### config.mk
export PLATFORM = sky130hd
export DESIGN_NAME = fill_bar_renderer_flat
export DESIGN_NICKNAME = d
export VERILOG_FILES = /design/src/rtl/fill_bar_renderer_pkg.sv /design/src/rtl/fill_bar_renderer_if.sv /design/src/rtl/fill_level_ctrl.sv /design/src/rtl/fill_bar_renderer.sv /design/src/flat_wrapper.sv
export SDC_FILE = /design/constraint.sdc
export NUM_CORES = 1
export LEC_CHECK = 0
export CAP_MARGIN = 5
export CORE_ASPECT_RATIO = 0.7
export CORE_MARGIN = 2
export CORE_UTILIZATION = 43
export DETAILED_ROUTE_END_ITERATION = 6
export PLACE_DENSITY = 0.87
export SYNTH_ARGS = -nofsm -noshare
export SYNTH_HDL_FRONTEND = slang
export SYNTH_SLANG_ARGS = --single-unit
### constraint.sdc
create_clock -name clk -period 1.9 [get_ports clk]
set_input_delay 0.57 -clock clk [delete_from_list [all_inputs] [get_ports clk]]
set_output_delay 0.57 -clock clk [all_outputs]
set_load 0.05 [all_outputs]
### src/rtl/fill_bar_renderer_pkg.sv
// Shared types and colour constants for the animated fill bar renderer.
// Imported by the level controller, pixel interface and top level.
package fill_bar_pkg;

  typedef enum logic [1:0] {
    IDLE,
    RISING,
    FULL,
    FALLING
  } state_t;

  typedef logic [11:0] color_t;

  localparam color_t BLACK = 12'h000;
  localparam color_t WHITE = 12'hFFF;

endpackage

### src/rtl/fill_bar_renderer_if.sv
// Pixel request / colour response bundle between the address
// generator (master) and the renderer (slave).
interface fill_bar_renderer_if #(
  parameter int ROW_W = 8,
  parameter int COL_W = 10
);
  import fill_bar_pkg::*;

  logic             pix_valid;
  logic [ROW_W-1:0] row;
  logic [COL_W-1:0] col;
  color_t           color_data;
  logic             color_valid;

  modport master (
    output pix_valid, row, col,
    input  color_data, color_valid
  );

  modport slave (
    input  pix_valid, row, col,
    output color_data, color_valid
  );

endinterface

### src/rtl/fill_level_ctrl.sv
// Per-frame fill level state machine: rises while pressed,
// drains after release, saturating at 0 and BAR_H.
module fill_level_ctrl
  import fill_bar_pkg::*;
#(
  parameter int BAR_H     = 26,
  parameter int RISE_STEP = 2,
  parameter int FALL_STEP = 1,
  parameter int LW        = $clog2(BAR_H + 1)
) (
  input  logic          clk,
  input  logic          rst_n,
  input  logic          frame_tick,
  input  logic          pressed,
  output logic [LW-1:0] fill_level
);

  localparam int XW = LW + 1;
  localparam logic [XW-1:0] TOP  = XW'(BAR_H);
  localparam logic [XW-1:0] RISE = XW'(RISE_STEP);
  localparam logic [XW-1:0] FALL = XW'(FALL_STEP);

  state_t        state;
  logic [XW-1:0] lvl_x;
  logic [XW-1:0] up_x;
  logic [XW-1:0] dn_x;

  // Saturation is tested before adding so the sum never wraps.
  always_comb begin
    lvl_x = {1'b0, fill_level};
    up_x  = (TOP - lvl_x <= RISE) ? TOP : lvl_x + RISE;
    dn_x  = (lvl_x <= FALL) ? '0 : lvl_x - FALL;
  end

  always_ff @(posedge clk or negedge rst_n) begin
    if (!rst_n) begin
      state      <= IDLE;
      fill_level <= '0;
    end else if (frame_tick) begin
      unique case (1'b1)
        pressed && (state == FULL): begin
          state <= FULL;
        end
        pressed && (state != FULL): begin
          fill_level <= up_x[LW-1:0];
          state      <= (up_x == TOP) ? FULL : RISING;
        end
        !pressed && (fill_level != '0): begin
          fill_level <= dn_x[LW-1:0];
          state      <= (dn_x == '0) ? IDLE : FALLING;
        end
        !pressed && (fill_level == '0): begin
          state <= IDLE;
        end
        default: state <= state;
      endcase
    end
  end

endmodule

### src/rtl/fill_bar_renderer.sv
// Two-stage per-pixel renderer for one animated fill bar.
// Define FILL_OUTLINE_EN to draw a 1-pixel outline around the bar.
module fill_bar_renderer
  import fill_bar_pkg::*;
#(
  parameter int     IMG_W         = 584,
  parameter int     IMG_H         = 167,
  parameter int     ROW_W         = 8,
  parameter int     COL_W         = 10,
  parameter int     BAR_X         = 325,
  parameter int     BAR_W         = 16,
  parameter int     BAR_Y_TOP     = 128,
  parameter int     BAR_H         = 26,
  parameter int     RISE_STEP     = 2,
  parameter int     FALL_STEP     = 1,
  parameter color_t FILL_COLOR    = WHITE,
  parameter color_t BG_COLOR      = BLACK,
  parameter color_t OUTLINE_COLOR = 12'h888,
  parameter int     LW            = $clog2(BAR_H + 1)
) (
  input  logic               clk,
  input  logic               rst_n,
  input  logic               frame_tick,
  input  logic               pressed,
  fill_bar_renderer_if.slave pix,
  output logic [LW-1:0]      fill_level
);

  localparam int MW = (ROW_W > COL_W) ? ROW_W : COL_W;
  localparam int AW = ((MW > LW) ? MW : LW) + 2;

  fill_level_ctrl #(
    .BAR_H    (BAR_H),
    .RISE_STEP(RISE_STEP),
    .FALL_STEP(FALL_STEP),
    .LW       (LW)
  ) u_ctrl (
    .clk       (clk),
    .rst_n     (rst_n),
    .frame_tick(frame_tick),
    .pressed   (pressed),
    .fill_level(fill_level)
  );

  logic [AW-1:0] r_a;
  logic [AW-1:0] c_a;
  logic [AW-1:0] lv_a;
  logic          in_range;
  logic          in_rect;
  logic          fill_hit;

  // Fill test uses the level live this cycle, so a pixel
  // alongside frame_tick sees the pre-update level.
  always_comb begin
    r_a      = AW'(pix.row);
    c_a      = AW'(pix.col);
    lv_a     = AW'(fill_level);
    in_range = (r_a < AW'(IMG_H)) && (c_a < AW'(IMG_W));
    in_rect  = (r_a >= AW'(BAR_Y_TOP))
            && (r_a <  AW'(BAR_Y_TOP + BAR_H))
            && (c_a >= AW'(BAR_X))
            && (c_a <  AW'(BAR_X + BAR_W));
    fill_hit = (r_a + lv_a) >= AW'(BAR_Y_TOP + BAR_H);
  end

  logic s1_valid;
  logic s1_range;
  logic s1_rect;
  logic s1_fill;
  color_t px_color;

`ifdef FILL_OUTLINE_EN
  logic edge_hit;
  logic s1_edge;

  always_comb begin
    edge_hit = (r_a == AW'(BAR_Y_TOP))
            || (r_a == AW'(BAR_Y_TOP + BAR_H - 1))
            || (c_a == AW'(BAR_X))
            || (c_a == AW'(BAR_X + BAR_W - 1));
  end

  always_ff @(posedge clk or negedge rst_n) begin
    if (!rst_n) begin
      s1_edge <= 1'b0;
    end else begin
      s1_edge <= edge_hit;
    end
  end

  always_comb begin
    px_color = BG_COLOR;
    if (s1_range && s1_rect && s1_edge) begin
      px_color = OUTLINE_COLOR;
    end else if (s1_range && s1_rect && s1_fill) begin
      px_color = FILL_COLOR;
    end
  end
`else
  always_comb begin
    px_color = BG_COLOR;
    if (s1_range && s1_rect && s1_fill) begin
      px_color = FILL_COLOR;
    end
  end
`endif

  always_ff @(posedge clk or negedge rst_n) begin
    if (!rst_n) begin
      s1_valid <= 1'b0;
      s1_range <= 1'b0;
      s1_rect  <= 1'b0;
      s1_fill  <= 1'b0;
    end else begin
      s1_valid <= pix.pix_valid;
      s1_range <= in_range;
      s1_rect  <= in_rect;
      s1_fill  <= fill_hit;
    end
  end

  always_ff @(posedge clk or negedge rst_n) begin
    if (!rst_n) begin
      pix.color_valid <= 1'b0;
      pix.color_data  <= BLACK;
    end else begin
      pix.color_valid <= s1_valid;
      if (s1_valid) begin
        pix.color_data <= px_color;
      end
    end
  end

endmodule

### src/flat_wrapper.sv
// flat-port wrapper written by rule: the top's interface ports become plain ports
module fill_bar_renderer_flat import fill_bar_pkg::*;
#(
  parameter int     IMG_W         = 584,
  parameter int     IMG_H         = 167,
  parameter int     ROW_W         = 8,
  parameter int     COL_W         = 10,
  parameter int     BAR_X         = 325,
  parameter int     BAR_W         = 16,
  parameter int     BAR_Y_TOP     = 128,
  parameter int     BAR_H         = 26,
  parameter int     RISE_STEP     = 2,
  parameter int     FALL_STEP     = 1,
  parameter color_t FILL_COLOR    = WHITE,
  parameter color_t BG_COLOR      = BLACK,
  parameter color_t OUTLINE_COLOR = 12'h888,
  parameter int     LW            = $clog2(BAR_H + 1)
)
  (clk, rst_n, frame_tick, pressed, fill_level, pix_pix_valid, pix_row, pix_col, pix_color_data, pix_color_valid);
  fill_bar_renderer_if #(.ROW_W(ROW_W), .COL_W(COL_W)) pix_i ();
  input  logic clk;
  input  logic rst_n;
  input  logic frame_tick;
  input  logic pressed;
  output logic [LW-1:0] fill_level;
  input wire logic [$bits(pix_i.pix_valid)-1:0] pix_pix_valid;
  input wire logic [$bits(pix_i.row)-1:0] pix_row;
  input wire logic [$bits(pix_i.col)-1:0] pix_col;
  output wire logic [$bits(pix_i.color_data)-1:0] pix_color_data;
  output wire logic [$bits(pix_i.color_valid)-1:0] pix_color_valid;
  assign pix_i.pix_valid = pix_pix_valid;
  assign pix_i.row = pix_row;
  assign pix_i.col = pix_col;
  assign pix_color_data = pix_i.color_data;
  assign pix_color_valid = pix_i.color_valid;
  fill_bar_renderer #(.IMG_W(IMG_W), .IMG_H(IMG_H), .ROW_W(ROW_W), .COL_W(COL_W), .BAR_X(BAR_X), .BAR_W(BAR_W), .BAR_Y_TOP(BAR_Y_TOP), .BAR_H(BAR_H), .RISE_STEP(RISE_STEP), .FALL_STEP(FALL_STEP), .FILL_COLOR(FILL_COLOR), .BG_COLOR(BG_COLOR), .OUTLINE_COLOR(OUTLINE_COLOR), .LW(LW)) u_core (.clk(clk), .rst_n(rst_n), .frame_tick(frame_tick), .pressed(pressed), .pix(pix_i), .fill_level(fill_level));
endmodule
== Yosys cells after proc, flatten, opt, wreduce, memory -nomap -nowiden ==
Cells that the tools add are included.
Widths: inputs -> output; s select.
Cells by class
  $add $sub $neg: 4
  reduce and logical (&&, ||, !) cells: 18
  magnitude comparators: 9
  mux-type cells: 7
  eq/ne operators: 3
Operators with widths (count)
  $lt 8x8->1 const B: 2
  $ge 12x8->1 const B: 1
  $mux 12: 1
  $mux 6: 2
  $ge 10x9->1 const B: 1
  $logic_and 1x1->1: 10
  $lt 10x10->1 const B: 1
  $lt 10x9->1 const B: 1
  $pmux 5 s2: 1
  $add 8x5->9: 1
  $ge 8x8->1 const B: 1
  $pmux 2 s4: 1
  $add 5x2->6 const B: 1
  $eq 6x5->1 const B: 1
  $le 6x2->1 const B: 1
  $logic_not 6->1: 1
  $sub 5x1->6 const B: 1
  $sub 5x5->6 const A: 1
  $le 5x1->1 const B: 1
  $logic_not 5->1: 1
  $reduce_bool 5->1: 1
  $mux 2: 2
  $reduce_and 2->1: 2
  $reduce_bool 4->1: 1
  other kinds (4): 4
Word-level totals
  word-level logic and storage cells: 49
  output and inout port bits: 18
  register bits: 24

== Depth between registers and ports, before layout ==
  depth after elaboration: 6
  depth in mapped cells: 8

== Hierarchy ==
Synthesis repeated with hierarchy kept, for this count alone.
Unflattened totals
  cells, all modules: 161
  area, all modules: 1361.3 sq um
By module, submodules not included
  fill_level_ctrl: area an instance 739.5 sq um, instances 1, cells an instance 88
  fill_bar_renderer: area an instance 621.8 sq um, instances 1, cells an instance 73

== Worst setup path after synthesis ==
OpenSTA, ideal clock, no wires.
  path kind: reg-to-reg
  start: register u_core.u_ctrl.fill_level[1]
  end: register u_core.u_ctrl.state[1]
  setup slack: -0.497 ns
  setup time: 0.070 ns
  cell stages (with the launch flop): 7
  arrival time: 2.327 ns
  cell sequence: dfrtp_1 -> inv_1 -> ha_1 -> or3_4 -> a221o_1 -> a211o_1 -> nand3_1
Between the ends
  cells in the longest elaborated chain, start to end: 6
  elaborated cells between the ends (all ways): 18
  classes of those cells: add/sub (3); order compare (2); eq/ne (1); mux (5); reduce/logical (7)
RTL lines
  start: declaration: RTL line fill_level_ctrl.sv:15  | output logic [LW-1:0] fill_level
  start signal: assignment: RTL line fill_level_ctrl.sv:45  | fill_level <= up_x[LW-1:0];
  start signal: assignment: RTL line fill_level_ctrl.sv:49  | fill_level <= dn_x[LW-1:0];
  $sub 5x5->6: RTL line fill_level_ctrl.sv:31  | up_x = (TOP - lvl_x <= RISE) ? TOP : lvl_x + RISE;
  $le 6x2->1: RTL line fill_level_ctrl.sv:31
  $mux 6: RTL line fill_level_ctrl.sv:31
  $eq 6x5->1: RTL line fill_level_ctrl.sv:46  | state <= (up_x == TOP) ? FULL : RISING;
  $mux 2: RTL line fill_level_ctrl.sv:46
  $pmux 2 s4: RTL line fill_level_ctrl.sv:40  | unique case (1'b1)
  end signal: assignment: RTL line fill_level_ctrl.sv:46
  end signal: assignment: RTL line fill_level_ctrl.sv:50  | state <= (dn_x == '0) ? IDLE : FALLING;
  end signal: assignment: RTL line fill_level_ctrl.sv:55  | default: state <= state;
  end: declaration: RTL line fill_level_ctrl.sv:23  | state_t state;
Parallel ways exist; a longest one is shown, timed or not.
A chain may end at the register's enable or synchronous reset.

== Worst setup path in the final report ==
  start: register u_core.u_ctrl.fill_level[0]
  end: register u_core.s1_fill
Between the ends
  cells in the longest elaborated chain, start to end: 2
RTL lines
  $add 8x5->9: RTL line fill_bar_renderer.sv:63  | fill_hit = (r_a + lv_a) >= AW'(BAR_Y_TOP + BAR_H);
  $ge 12x8->1: RTL line fill_bar_renderer.sv:63
  named net u_core.fill_hit: RTL line fill_bar_renderer.sv:50  | logic fill_hit;
  end signal: assignment: RTL line fill_bar_renderer.sv:118  | s1_fill <= fill_hit;
  end: declaration: RTL line fill_bar_renderer.sv:69  | logic s1_fill;
The timed path passes the listed nets, and every way through them passes these cells.

==> run metrics <==
Design Area, Final=0.00235 mm2; Post-synth ARST share=1.00; register share of total power=0.154; Core ar.=0.00308 mm2; drt first pass iters=4; clock share of power=0.077; LEAKAGE=1.01 nW; failing checks=negative setup slack; Max stage delay on crit path=0.50 ns; number of port buffers=40; reg2reg end=u_core.s1_fill; worst slack at placement=-0.805 ns; Switching Fraction=0.458; post-synthesis compound-gate area fraction=0.276; slowest CP cell=dfrtp_4; Worst-Skew Late Latency=0.24 ns; clk sinks=13; syn nets=188; P_int=1.72 mW; routability cong.=0.952; PnR worst setup slack=-0.283 ns; skew final=0.00271 ns; adder-cell share of the synthesized area=0.134; io pins=41; endpoints failing hold=0; hold path start=u_core.s1_valid; DRC viols=0; TritonCTS clock tree=done; number of global-route vias before repair=1,476; row cnt=17; dominant synthesized flop cell=dfrtp_1; post-synthesis mux area share=0.00737; pin count of the biggest net entering global routing=14; pwr/cell area=1350 mW/mm2; Post-Synth XOR/XNOR Area=0.0516; Ys Warns=0; endpoints failing setup=8; Syn Inst Count=151; Placed Area=0.00213 mm2; crit path max fanout=3; Post-synth EDFFs=0; depth of the most critical reg-to-reg path=7; ratio of cells with drive above 1 in the final layout=0.423; first-pass GRT wire length=7.05 mm; syn_area_per_cell=9.00 um2; number of routed nets with antenna violations=0; die area=0.00363 mm2; clk slew on worst S/H paths=0.05 ns; Tcrit/Tclk final=1.15; nets=258; RSZ-0062 raised after global routing=yes; clock root cell=clkbuf_8; VDD IR max=1020 uV; Critical Path RT=2.02 ns; MaxCap Viol Count=0; Post-Synth Simple-Gate Area=0.182; Worst Hold Depth=0; Sw Pwr=1.46 mW; hold-critical path endpoint=u_core.pix.color_valid; Worst Tran Pin Value=0.559 ns; combinational share of power=0.769; Max-slew headroom=0.626; initial drt markers=92; worst path arrival time=2.30 ns; Tmin final=2.18 ns; Initial Util=0.441; Post-Syn Area=0.00136 mm2; critical path's top delay family=compound AO/OA/AOI/OAI gates; TritonCTS Buffers=3; DRT Wirelength=4.48 mm; Die X-Extent=71.2 um; vias=1,485; cts hold-fix bufs=0; worst hold path class=register to register; initial antenna violation count=0; Die Ht=51.0 um; critical path type=register to register; GRT Total Usage=0.252; register area share after synthesis=0.239; CTS max path bufs=2; main combinational cell family by area after synthesis=compound AO/OA/AOI/OAI gates; Slew Viols, Final=0; Antenna diodes=0; r2r startpoint=u_core.u_ctrl.fill_level[0]; crit path buf inv count=0; status=complete, but fails checks; R2R Setup Slk=-0.28 ns; gr ovfl total=0; CP Cell Sequence=ha_4 > fa_2 > a21o_1 > and4b_1 > a311oi_2 > o211a_1 > o22ai_2; Critical Path Sink Type=register; Cell variety after synth=49; H-tree depth=1; Max Fclk=458 MHz; DR vias/cell=5.76; area grow syn2layout=72.8%; Startpoint Class=register; hpwl dp=3.11 mm; flops & latches, synth=13; drt wl/cell=17.4 um
-- Yosys cell counts, types with 2 or more instances --
cell / n / area [um2]
o211ai_1: 6 / 45.0
clkbuf_8: 2 / 27.5
o21ai_0: 9 / 45.0
a21o_1: 2 / 15.0
a31oi_1: 5 / 31.3
o31a_1: 3 / 26.3
a21oi_1: 8 / 40.0
nand3_1: 7 / 35.0
nand4_1: 2 / 12.5
nor2b_1: 3 / 18.8
ha_1: 13 / 163
nand2b_1: 4 / 25.0
nand2_1: 8 / 30.0
xnor2_1: 6 / 52.6
nor2_1: 7 / 26.3
dfrtp_1: 13 / 325
xor2_1: 2 / 17.5
inv_1: 7 / 26.3
nand3b_1: 2 / 15.0
buf_4: 12 / 90.1
o21a_1: 2 / 15.0
-- final cells by class --
class                      instances  area (um2)
timing repair buffer              80         867
multi-input combinational        116        1030
sequential                        13         332
fill                             188         736
inverter                           7        26.3
clock buffer                       4        45.0
tap                               38        47.5
-- registers in the layout, summed over array words and instances, names as in the netlist --
register,flops
u_core.u_ctrl.state,2
u_core.s1_fill,1
u_core.s1_valid,1
u_core.s1_range,1
u_core.pix.color_valid,1
u_core.u_ctrl.fill_level,5
u_core.s1_rect,1
u_core.pix.color_data,1
-- power groups by stage --
| stage | Combinational (mW) | Sequential (mW) | Clock (mW) |
|---|---|---|---|
| 4_1_cts | 2.09 | 0.486 | 0.250 |
| 2_1_floorplan | 1.01 | 0.649 | 0 |
| 5_1_grt | 2.61 | 0.499 | 0.263 |
| 6_report | 2.45 | 0.490 | 0.246 |
| 3_3_place_gp | 1.91 | 0.484 | 0 |
| 3_5_place_dp | 1.99 | 0.482 | 0 |
-- cell usage in the layout, fill, tap and decap left out, types with 3 or more instances in the layout --
cell type / instances
o21ai_1: 3
buf_4: 41
dfrtp_1: 10
o21ai_0: 6
xnor2_1: 5
a21oi_1: 6
inv_1: 6
nor2_1: 6
o211ai_1: 6
nand3_1: 7
ha_1: 5
clkbuf_8: 3
nand2_1: 7
a31oi_1: 4
nand2b_1: 4
ha_2: 3
o31a_1: 3
ha_4: 5
buf_12: 17
clkdlybuf4s50_1: 18
-- logic make-up (layout without fill, tap and decap cells) --
logic type,Yosys count,count (layout)
flops,13,13
fa+ha+maj,14,14
xor+xnor,8,8
simple gates,43,43
compound gates,50,50
buf+inv,22,91
mux,1,1
-- worst reg2reg max path: stages, from the launching register on --
cell and delay, ns:
dfrtp_4 0.50, ha_4 0.18, fa_2 0.34, a21o_1 0.19, and4b_1 0.23, a311oi_2 0.28
o211a_1 0.24, o22ai_2 0.10
-- what timing repair did --
item,4_1_cts,5_1_grt
pin swaps,9,11
resized for setup,14,20
setup endpoints to repair,7,8
endpoints found under the hold margin,0,0
setup buffers,2,4
-- layer usage --
metal	GRT usage	up-vias	routed length [um]
li1	-	693	-
met1	0.311	694	1820
met2	0.424	79	2100
met3	0.0533	19	379
met4	0.116	0	178
met5	0	-	0
-- worst max path at each step --
stage	from	endpoint	slack, ns	cells past startpoint
floorplan	u_core.u_ctrl.fill_level[2]	u_core.u_ctrl.state[1]	-0.23	8
global route	u_core.u_ctrl.fill_level[0]	u_core.s1_fill	-0.28	7
finish	u_core.u_ctrl.fill_level[0]	u_core.s1_fill	-0.28	7
global placement	pix_row[0]	u_core.s1_fill	-0.72	8
detailed placement	pix_row[0]	u_core.s1_fill	-0.80	8
CTS	u_core.u_ctrl.fill_level[0]	u_core.s1_fill	-0.18	7
-- metrics by stage --
stage | setup TNS (ns) | hold WS [ns] | instances | power (mW) | util
6_report | -0.761 | 0.411 | 258 | 3.18 | 0.761
5_1_grt | -1.38 | 0.429 | 258 | 3.38 | 0.761
4_1_cts | -0.439 | 0.410 | 254 | 2.83 | 0.719
3_5_place_dp | -1.77 | 0.394 | 248 | 2.47 | 0.690
3_3_place_gp | -1.59 | 0.383 | 248 | 2.39 | 0.690
2_1_floorplan | -1.53 | 0.274 | 151 | 1.66 | -
Note: power is estimated with default switching activity, not from simulation.
==> variant 1, RTL diff (same flow settings) <==
`ROW_W` is set to 8 in 3 places; all go to 10.
--- a/src/rtl/fill_bar_renderer_if.sv
+++ b/src/rtl/fill_bar_renderer_if.sv
@@ -2,5 +2,5 @@
 // generator (master) and the renderer (slave).
 interface fill_bar_renderer_if #(
-  parameter int ROW_W = 8,
+  parameter int ROW_W = 10,
   parameter int COL_W = 10
 );
--- a/src/rtl/fill_bar_renderer.sv
+++ b/src/rtl/fill_bar_renderer.sv
@@ -6,5 +6,5 @@
   parameter int     IMG_W         = 584,
   parameter int     IMG_H         = 167,
-  parameter int     ROW_W         = 8,
+  parameter int     ROW_W         = 10,
   parameter int     COL_W         = 10,
   parameter int     BAR_X         = 325,
--- a/src/flat_wrapper.sv
+++ b/src/flat_wrapper.sv
@@ -4,5 +4,5 @@
   parameter int     IMG_W         = 584,
   parameter int     IMG_H         = 167,
-  parameter int     ROW_W         = 8,
+  parameter int     ROW_W         = 10,
   parameter int     COL_W         = 10,
   parameter int     BAR_X         = 325,
Ports: changed (resized pix_row); port bits go from 41 to 43. No check against the original RTL was run, so the function may have changed too.
==> variant 1 against the unedited design <==
The run still ends with negative setup slack left; combinational power shrank 15%; sequential cell count is the same; clock skew is essentially flat; count of clock-buffer cells in the layout is the same; total power shrank 11%; area after synthesis shrank 3.3%; routed wire length grew 12%; cell area shrank 1.6%; setup slack gained 0.026 ns; die area shrank 3.1%; highest routed layer unchanged.
==> variant 1: results (changes against the unedited design) <==
IR drop worst, VDD=0.00111 V (was 0.00102 V); DP Wirelength=3.41 mm (was 3.11 mm); IO buf count=42 (was 40); share of cells above drive strength 1=0.384 (was 0.423); R2R Setup Slk=-0.26 ns (was -0.28 ns); clock skew=0.00283 ns (was 0.00271 ns); failing checks=negative setup slack (unchanged); number of global-route vias before repair=1,581 (was 1,476); dpl cells=251 (was 248); Yosys cell types=45 (was 49); P_sw=1.32 mW (was 1.46 mW); first-pass GRT wire length=7.44 mm (was 7.05 mm); Worst Tran Pin Value=0.577 ns (was 0.559 ns); routed wl met2=2.56 mm (was 2.10 mm); total iterations of the first detailed-routing run=5 (was 4); slowest CP cell=or4_4 (was dfrtp_4); r2r worst-path depth=8 (was 7); DR WL met3=473 um (was 379 um); fill count=160 (was 188); setup ws final=-0.257 ns (was -0.283 ns); post-CTS setup buffers=3 (was 2); Synth Net Count=194 (was 188); outcome=complete, but fails checks (unchanged); Setup Viol. Count Final=8 (unchanged); worst slack at placement=-0.738 ns (was -0.805 ns); Post-CTS Resized=15 (was 14); P_leak=1.01 nW (about the same); CP arrival=2.34 ns (was 2.30 ns); DP Area=2140 um^2 (was 2130 um^2); post-synthesis cell count=155 (was 151); ranking of synthesized cells by area=dfrtp_1 (25%), ha_1 (12%), buf_4 (6.3%), a21oi_1 (5.3%), a21o_1 (3.4%) (was dfrtp_1 (24%), ha_1 (12%), buf_4 (6.6%), xnor2_1 (3.9%), o21ai_0 (3.3%)); Crit path largest cell delay=0.48 ns (was 0.50 ns); Hold Slack=0.410 ns (was 0.411 ns); routed len/inst=19.3 um (was 17.4 um); Setup TNS=-1.43 ns (was -0.761 ns); register area=334 um^2 (was 332 um^2); GP Congestion=0.908 (was 0.952); Post-synth top cells=a21oi_1 (14), dfrtp_1 (13), ha_1 (13) (was dfrtp_1 (13), ha_1 (13), buf_4 (12)); all-layer global routing usage=0.274 (was 0.252)
variant 1: power groups by stage:
stage | combinational [mW] | sequential (mW) | clock, mW
2_1_floorplan | 0.815 | 0.636 | 0
3_3_place_gp | 1.60 | 0.477 | 0
3_5_place_dp | 1.72 | 0.486 | 0
4_1_cts | 1.87 | 0.473 | 0.250
5_1_grt | 2.21 | 0.490 | 0.269
6_report | 2.09 | 0.480 | 0.255
variant 1: final cells by class:
class                      count  share of cell area
clock buffer                   4              0.0195
inverter                      10              0.0206
multi-input combinational    118               0.417
sequential                    13               0.145
tap                           36              0.0195
timing repair buffer          79               0.379
variant 1: cells by family after synthesis:
family | share of synthesized area
flops | 0.248
xor+xnor | 0.0400
simple gates | 0.203
buf+inv | 0.101
compound gates | 0.270
fa+ha+maj | 0.139
variant 1: routing by layer:
metal	global-route usage	vias to the layer above
met5	0	-
met3	0.0542	36
met4	0.138	0
met1	0.301	764
met2	0.510	109
li1	-	713
==> variant 2, RTL diff (same settings) <==
Made on the original files. Re-encode `state_t` (4 states) as one-hot, 4 bits wide.
--- a/src/rtl/fill_bar_renderer_pkg.sv
+++ b/src/rtl/fill_bar_renderer_pkg.sv
@@ -3,9 +3,9 @@
 package fill_bar_pkg;
 
-  typedef enum logic [1:0] {
-    IDLE,
-    RISING,
-    FULL,
-    FALLING
+  typedef enum logic [3:0] {
+    IDLE    = 4'b0001,
+    RISING  = 4'b0010,
+    FULL    = 4'b0100,
+    FALLING = 4'b1000
   } state_t;
 
Function: same outputs for any inputs over 10 cycles, from zero or initial values and one cycle with rst_n low; not proved beyond that.
==> variant 2 against the unedited design <==
The run still ends with negative setup slack left; cell area grew 0.59%; clock power grew 6%; area after synthesis grew 2.2%; combinational power shrank 4%; routed wire length shrank 2.3%; total power shrank 1.8%; critical path depth shrank 1; sequential cell count grew 2; via count grew 2.0%; setup slack gained 0.12 ns; sequential share of layout area grew 2.2 points.
==> variant 2: results (changes against the unedited design) <==
outcome=complete, but fails checks (unchanged); failing checks=negative setup slack (unchanged); Vias=1,515 (was 1,485); Avg Synthesized Cell Area=9.02 um^2 (was 9.00 um^2); R2R Path End=u_core.u_ctrl.fill_level[2] (was u_core.s1_fill); Setup TNS=-0.781 ns (was -0.761 ns); dpl cells=251 (was 248); setup ws final=-0.165 ns (was -0.283 ns); DR WL met3=292 um (was 379 um); total routed wirelength=4.38 mm (was 4.48 mm); register area share after synthesis=0.271 (was 0.239); CP arrival=2.18 ns (was 2.30 ns); multi-input gates=114 (was 116); IR drop worst, VDD=0.000914 V (was 0.00102 V); Post-synth top cells=dfrtp_1 (14), ha_1 (13), buf_4 (11), nand2_1 (11), inv_1 (10) (was dfrtp_1 (13), ha_1 (13), buf_4 (12)); GP Congestion=0.942 (was 0.952); Yosys cell types=47 (was 49); DR iter-0 viols=96 (was 92); Seq/total area=0.163 (was 0.141); total iterations of the first detailed-routing run=4 (unchanged); synthesis-stage register bit count=15 (was 13); critical path startpoint=pix_row[4] (was u_core.u_ctrl.fill_level[0]); inverters=10 (was 7); DP Wirelength=3.27 mm (was 3.11 mm); fill count=195 (was 188); slowest CP cell=clkdlybuf4s50_1 (was dfrtp_4); clock skew=0.000846 ns (was 0.00271 ns); ranking of synthesized cells by area=dfrtp_1 (25%), ha_1 (12%), buf_4 (5.9%), nand2_1 (3.0%), nand3_1 (2.9%) (was dfrtp_1 (24%), ha_1 (12%), buf_4 (6.6%), xnor2_1 (3.9%), o21ai_0 (3.3%)); DP Area=2190 um^2 (was 2130 um^2); first-pass GRT wire length=6.82 mm (was 7.05 mm); all-layer global routing usage=0.238 (was 0.252); NonClk Buf Share=0.356 (was 0.369); clock network area share=0.0196 (was 0.0192); met3 usage=0.0523 (was 0.0533); Setup Viol. Count Final=7 (was 8); crit path kind=input port to flip-flop (was flip-flop to flip-flop); Worst R2R Start=u_core.u_ctrl.fill_level[1] (was u_core.u_ctrl.fill_level[0]); worst slack at placement=-0.694 ns (was -0.805 ns); P_leak=1.01 nW (about the same); met1 wire length=1.87 mm (was 1.82 mm); chip width=71.9 um (was 71.2 um); number of global-route vias before repair=1,426 (was 1,476); Max Root-Sink Buffers=2 (unchanged); share of cells above drive strength 1=0.395 (was 0.423); fraction of area in multi-input gates=0.424 (was 0.439); GR Util met2=0.403 (was 0.424); PD cells=1320 nW/um^2 (was 1350 nW/um^2); grt met1 use=0.315 (was 0.311); Worst Tran Pin Value=0.531 ns (was 0.559 ns); top flop regs=u_core.u_ctrl.fill_level x5, u_core.u_ctrl.state x4 (was u_core.u_ctrl.fill_level x5, u_core.u_ctrl.state x2)
==> variant 2: changes by cell type in the layout (fill, tap and decap cells not counted), sizes merged, moves of 4 or more <==
cell and delta:
a21oi -5, buf -4, nor3 +4, o211ai -4
o31ai +4
==> variant 2: logic make-up (layout without fill, tap and decap cells) <==
group,count (synthesis),in the layout,share of synthesized area
compound gates,44,44,0.244
flops,15,15,0.271
buf+inv,25,91,0.109
simple gates,51,51,0.213
fa+ha+maj,14,14,0.132
xor+xnor,5,5,0.0315
==> variant 2: report_power, final <==
part	switching (mW)	internal (mW)	total (mW)	leakage, nW
Sequential	0.0912	0.424	0.515	0.177
Combinational	1.22	1.13	2.35	0.812
Clock	0.115	0.145	0.260	0.0255
==> variant 2: repair_timing <==
action	in CTS	in global routing
gates cloned	0	0
setup endpoints to repair	8	10
resized for setup	11	11
setup buffers	2	1
pin swaps	14	5
